--- src/rtl/pipe_stage_buffer.sv ---
// rtl/pipe_stage_buffer.sv - elastic valid/ready pipeline-stage queue with flush, freeze and sticky halt
module pipe_stage_buffer #(
  parameter int WIDTH = 32,
  parameter int DEPTH = 2,
  localparam int CNT_W = $clog2(DEPTH) + 1
) (
  input  logic             CLK,
  input  logic             RST,
  input  logic             in_valid,
  input  logic [WIDTH-1:0] in_data,
  input  logic             in_halt,
  output logic             in_ready,
  output logic             out_valid,
  output logic [WIDTH-1:0] out_data,
  output logic             out_halt,
  input  logic             out_ready,
  input  logic             flush,
  input  logic             freeze,
  output logic [CNT_W-1:0] count,
  output logic             halted
);

  localparam int PTR_W = $clog2(DEPTH);
  localparam logic [CNT_W-1:0] FULL_CNT = CNT_W'(DEPTH);

  // each entry holds the payload with the halt marker in the top bit
  logic [WIDTH:0]     mem [DEPTH];
  logic [PTR_W-1:0]   wr_ptr;
  logic [PTR_W-1:0]   rd_ptr;
  logic [CNT_W-1:0]   count_q;
  logic               halted_q;
  logic               enq;
  logic               deq;
  logic [WIDTH:0]     head;

  // ready depends only on registered state, never on out_ready
  assign in_ready  = (count_q != FULL_CNT) & ~halted_q;
  assign out_valid = (count_q != '0);

  // flush wins over everything; freeze blocks both sides of the handshake
  assign enq = in_valid & in_ready & ~freeze & ~flush;
  assign deq = out_valid & out_ready & ~freeze & ~flush;

  // head is gated so stale storage never shows after a flush
  assign head     = mem[rd_ptr];
  assign out_data = out_valid ? head[WIDTH-1:0] : '0;
  assign out_halt = out_valid & head[WIDTH];

  assign count  = count_q;
  assign halted = halted_q;

  // storage write: only an accepted entry touches memory
  always_ff @(posedge CLK or posedge RST) begin
    if (RST) begin
      for (int i = 0; i < DEPTH; i++) begin
        mem[i] <= '0;
      end
    end else if (enq) begin
      mem[wr_ptr] <= {in_halt, in_data};
    end
  end

  // pointers, occupancy and sticky halt; flush squashes and clears halt
  always_ff @(posedge CLK or posedge RST) begin
    if (RST) begin
      wr_ptr   <= '0;
      rd_ptr   <= '0;
      count_q  <= '0;
      halted_q <= 1'b0;
    end else if (flush) begin
      wr_ptr   <= '0;
      rd_ptr   <= '0;
      count_q  <= '0;
      halted_q <= 1'b0;
    end else begin
      if (enq) begin
        wr_ptr <= wr_ptr + PTR_W'(1);
      end
      if (deq) begin
        rd_ptr <= rd_ptr + PTR_W'(1);
      end
      case ({enq, deq})
        2'b10:   count_q <= count_q + CNT_W'(1);
        2'b01:   count_q <= count_q - CNT_W'(1);
        default: count_q <= count_q;
      endcase
      if (enq && in_halt) begin
        halted_q <= 1'b1;
      end
    end
  end

endmodule

--- config.mk ---
export PLATFORM = sky130hd
export DESIGN_NAME = pipe_stage_buffer
export DESIGN_NICKNAME = d
export VERILOG_FILES = /design/src/rtl/pipe_stage_buffer.sv
export SDC_FILE = /design/constraint.sdc
export NUM_CORES = 1
export LEC_CHECK = 0
export ABC_AREA = 0
export ABC_CLOCK_PERIOD_IN_PS = 5500
export BUFFER_PORTS_ARGS = -buffer_cell sky130_fd_sc_hd__buf_4
export CELL_PAD_IN_SITES_DETAIL_PLACEMENT = 0
export CELL_PAD_IN_SITES_GLOBAL_PLACEMENT = 1
export CORE_MARGIN = 2
export CORE_UTILIZATION = 40
export DETAILED_ROUTE_END_ITERATION = 16
export PLACE_DENSITY = 0.79
export SYNTH_ARGS = -nofsm -noshare
export SYNTH_HDL_FRONTEND = slang
export SYNTH_SLANG_ARGS = --single-unit
export TNS_END_PERCENT = 1
--- constraint.sdc ---
create_clock -name CLK -period 5.5 [get_ports CLK]
set_input_delay 0.55 -clock CLK [delete_from_list [all_inputs] [get_ports CLK]]
set_output_delay 0.55 -clock CLK [all_outputs]
set_load 0.02 [all_outputs]
==> run summary <==
Status: finished, final reports clean
Initial drt markers: 107
Die area: 0.00918 mm2
Pwr Density: 356 mW/mm2
Pins Over Slew Limit: 0
Slowest cell on crit path: or4_2
Die width: 95.8 um
Initial core utilization: 0.413
CTS Buffer Depth: 2
Clock Pin Slew Worst Setup and Hold Paths: 70 ps
HPWL Detailed: 4.15 mm
Total power: 1.50 mW
Crit-path max FO: 34
Post-synthesis register bit count: 71
TritonCTS clock tree: yes
Synth warn: 0
Syn_nets: 287
Setup TNS: 0 ps
Worst Skew: 8.33 ps
EDFF count, synth: 0
Register area: 0.00178 mm2
Cells along the critical path: or3b_4 > or4_2 > mux2_4
Setup violations, final: 0
Vias per inst: 4.89
WHS Path Cells: 2
Worst path required time: 5710 ps
FFs w/ async S/R, synth: 1.00
Critical path class: flop to flop
Crit path DAT: 2830 ps
Ant. Diodes: 0
Post_cts resized: 0
Core footprint: 0.00818 mm2
CTS buffer count: 9
Initial antenna violation count: 0
Core Util, Final: 0.516
Non-filler cells, final: 433
Clk Latency, worst-skew pair: 330 ps
Layout cells sized above 1: 0.506
Fraction of the mapped netlist area in simple logic gates: 0.0720
Min cycle time layout: 2620 ps
Largest net degree at the start of global routing: 72
Min-Delay Path Class: input pin to flop
GP Congestion: 0.774
# clock sinks: 71
Post-route DRC: 0
GRT Overall Usage: 0.154
WL/cell: 15.4 um
CTS H-tree depth: 3
Stages on worst setup path: 3
Prevailing post-synth register cell: dfrtp_1
Largest family of logic cells by synthesized area: multiplexers
Reg2reg path depth: 3
Post-place setup slack: 2710 ps
Mux cell area share after synthesis: 0.351
Dpl cells: 417
Mapped cell area: 0.00337 mm2
# nets final: 362
Post-synthesis adder-cell area fraction: 0
Port Buffers: 76
Rel. slew slack: 0.250
XOR/XNOR Fraction of Synth Area: 0
Buf+Inv Stages, Crit Path: 0
RSZ-0062 raised after global routing: false
Peak VDD IR: 0.000209 V
Tightest Pin Transition: 1120 ps
Post-Route WL: 6.65 mm
Area of the multi-input gates: 0.00149 mm2
Crit. End Element: flop
Placement Cell Area: 0.00400 mm2
Clk root buf: clkbuf_8
Max_cap viols: 0
Highest Clock Rate: 0.382 GHz
Die Height: 95.8 um
Final Hold Fails: 0
Routed via count: 2118
Layout fillers: 728
Drt first pass iters: 4
# rows: 33
Netlist cell types: 26
Setup slack, reg-to-reg: 2880 ps
Ports: 77
Crit path max-delay family: simple AND/OR/NAND/NOR gates
Antenna Violating Nets Remaining: 0
Postcts setup bufs: 0
Largest stage delay, worst path: 1100 ps
GRT Residual Overflow: 0
Layout Area Growth over Synthesis: 25.0%
Average size of a mapped cell: 13.6 um2
Period utilization: 0.477
Sequential share of the synthesized area: 0.527
Number of hold buffers added after CTS: 0
Startpoint types: flop
P_leak: 2.00 nW
Final worst slack: 2880 ps
First-pass GRT wire length: 10.7 mm
Cells after Synth: 248
Post-route design area: 0.00422 mm2
Compound-Gate Fraction of Synth Area: 0.0130
Hold slack final: 414 ps
Vias in the first global route: 2153
[state kept, by name, indices dropped and copies added, names as in the netlist]
| name | count |
|---|---|
| mem | 66 |
| count | 2 |
| halted | 1 |
| rd_ptr | 1 |
| wr_ptr | 1 |
[layout make-up]
cell class	count	share of cell area
repair buffers	78	0.139
clock buffers	10	0.0326
multi-input cells	159	0.352
inverters	4	0.00356
well taps	105	0.0311
clock inverters	6	0.0199
flip-flops and latches	71	0.422
[cells by family (layout without fill, tap and decap cells)]
kind of cell,count (synthesis),after routing
AO/OA/AOI/OAI,8,8
buffers and inverters,18,98
flip-flops,71,71
multiplexers,99,99
AND/OR/NAND/NOR,52,52
[worst paths after layout]
kind,from,endpoint
hold / removal,flush,count[0]
max in group asynchronous,RST,rd_ptr
setup reg to reg,halted,mem[57]
min in group asynchronous,RST,mem[52]
setup / recovery,halted,mem[57]
hold reg to reg,mem[18],mem[18]
[layer usage]
layer	vias to the layer above	global-route usage	part of all wire
met2	54	0.231	0.47
met1	1049	0.213	0.46
li1	1010	-	-
met5	-	0	0
met3	5	0.0556	0.062
met4	0	0.0393	0.011
[synth_stat cells (3+ instances only)]
library cell / instances / area, um2
mux2_4: 29 / 435
dfrtp_1: 71 / 1780
nand2b_1: 3 / 18.8
buf_12: 3 / 60.1
nor2_1: 36 / 135
mux2_2: 37 / 417
a21oi_1: 4 / 20.0
clkbuf_1: 7 / 26.3
buf_2: 3 / 15.0
mux2i_1: 33 / 330
inv_1: 4 / 15.0
[layout by cell type, fill, tap and decap left out, drive strengths merged, types with 2 or more instances in the layout]
| master | n |
|---|---|
| buf | 78 |
| dfrtp | 71 |
| mux2 | 66 |
| nor2 | 36 |
| mux2i | 33 |
| clkbuf | 10 |
| a21oi | 4 |
| inv | 4 |
| clkinv | 4 |
| nand2b | 3 |
| nor2b | 2 |
| nand2 | 2 |
| o21ai | 2 |
| bufinv | 2 |
| nor4 | 2 |
[power breakdown]
group	switching [mW]	internal (mW)	leakage [nW]
Clock	0.184	0.266	0.116
Sequential	0.0716	0.650	0.881
Combinational	0.127	0.204	1.01
Total	0.383	1.12	2.00
[worst reg2reg max path, stage by stage (launching register included)]
cell	delay (ps)
dfrtp_1	470
or3b_4	450
or4_2	1100
mux2_4	490
Power figures use the tool's default switching activity.
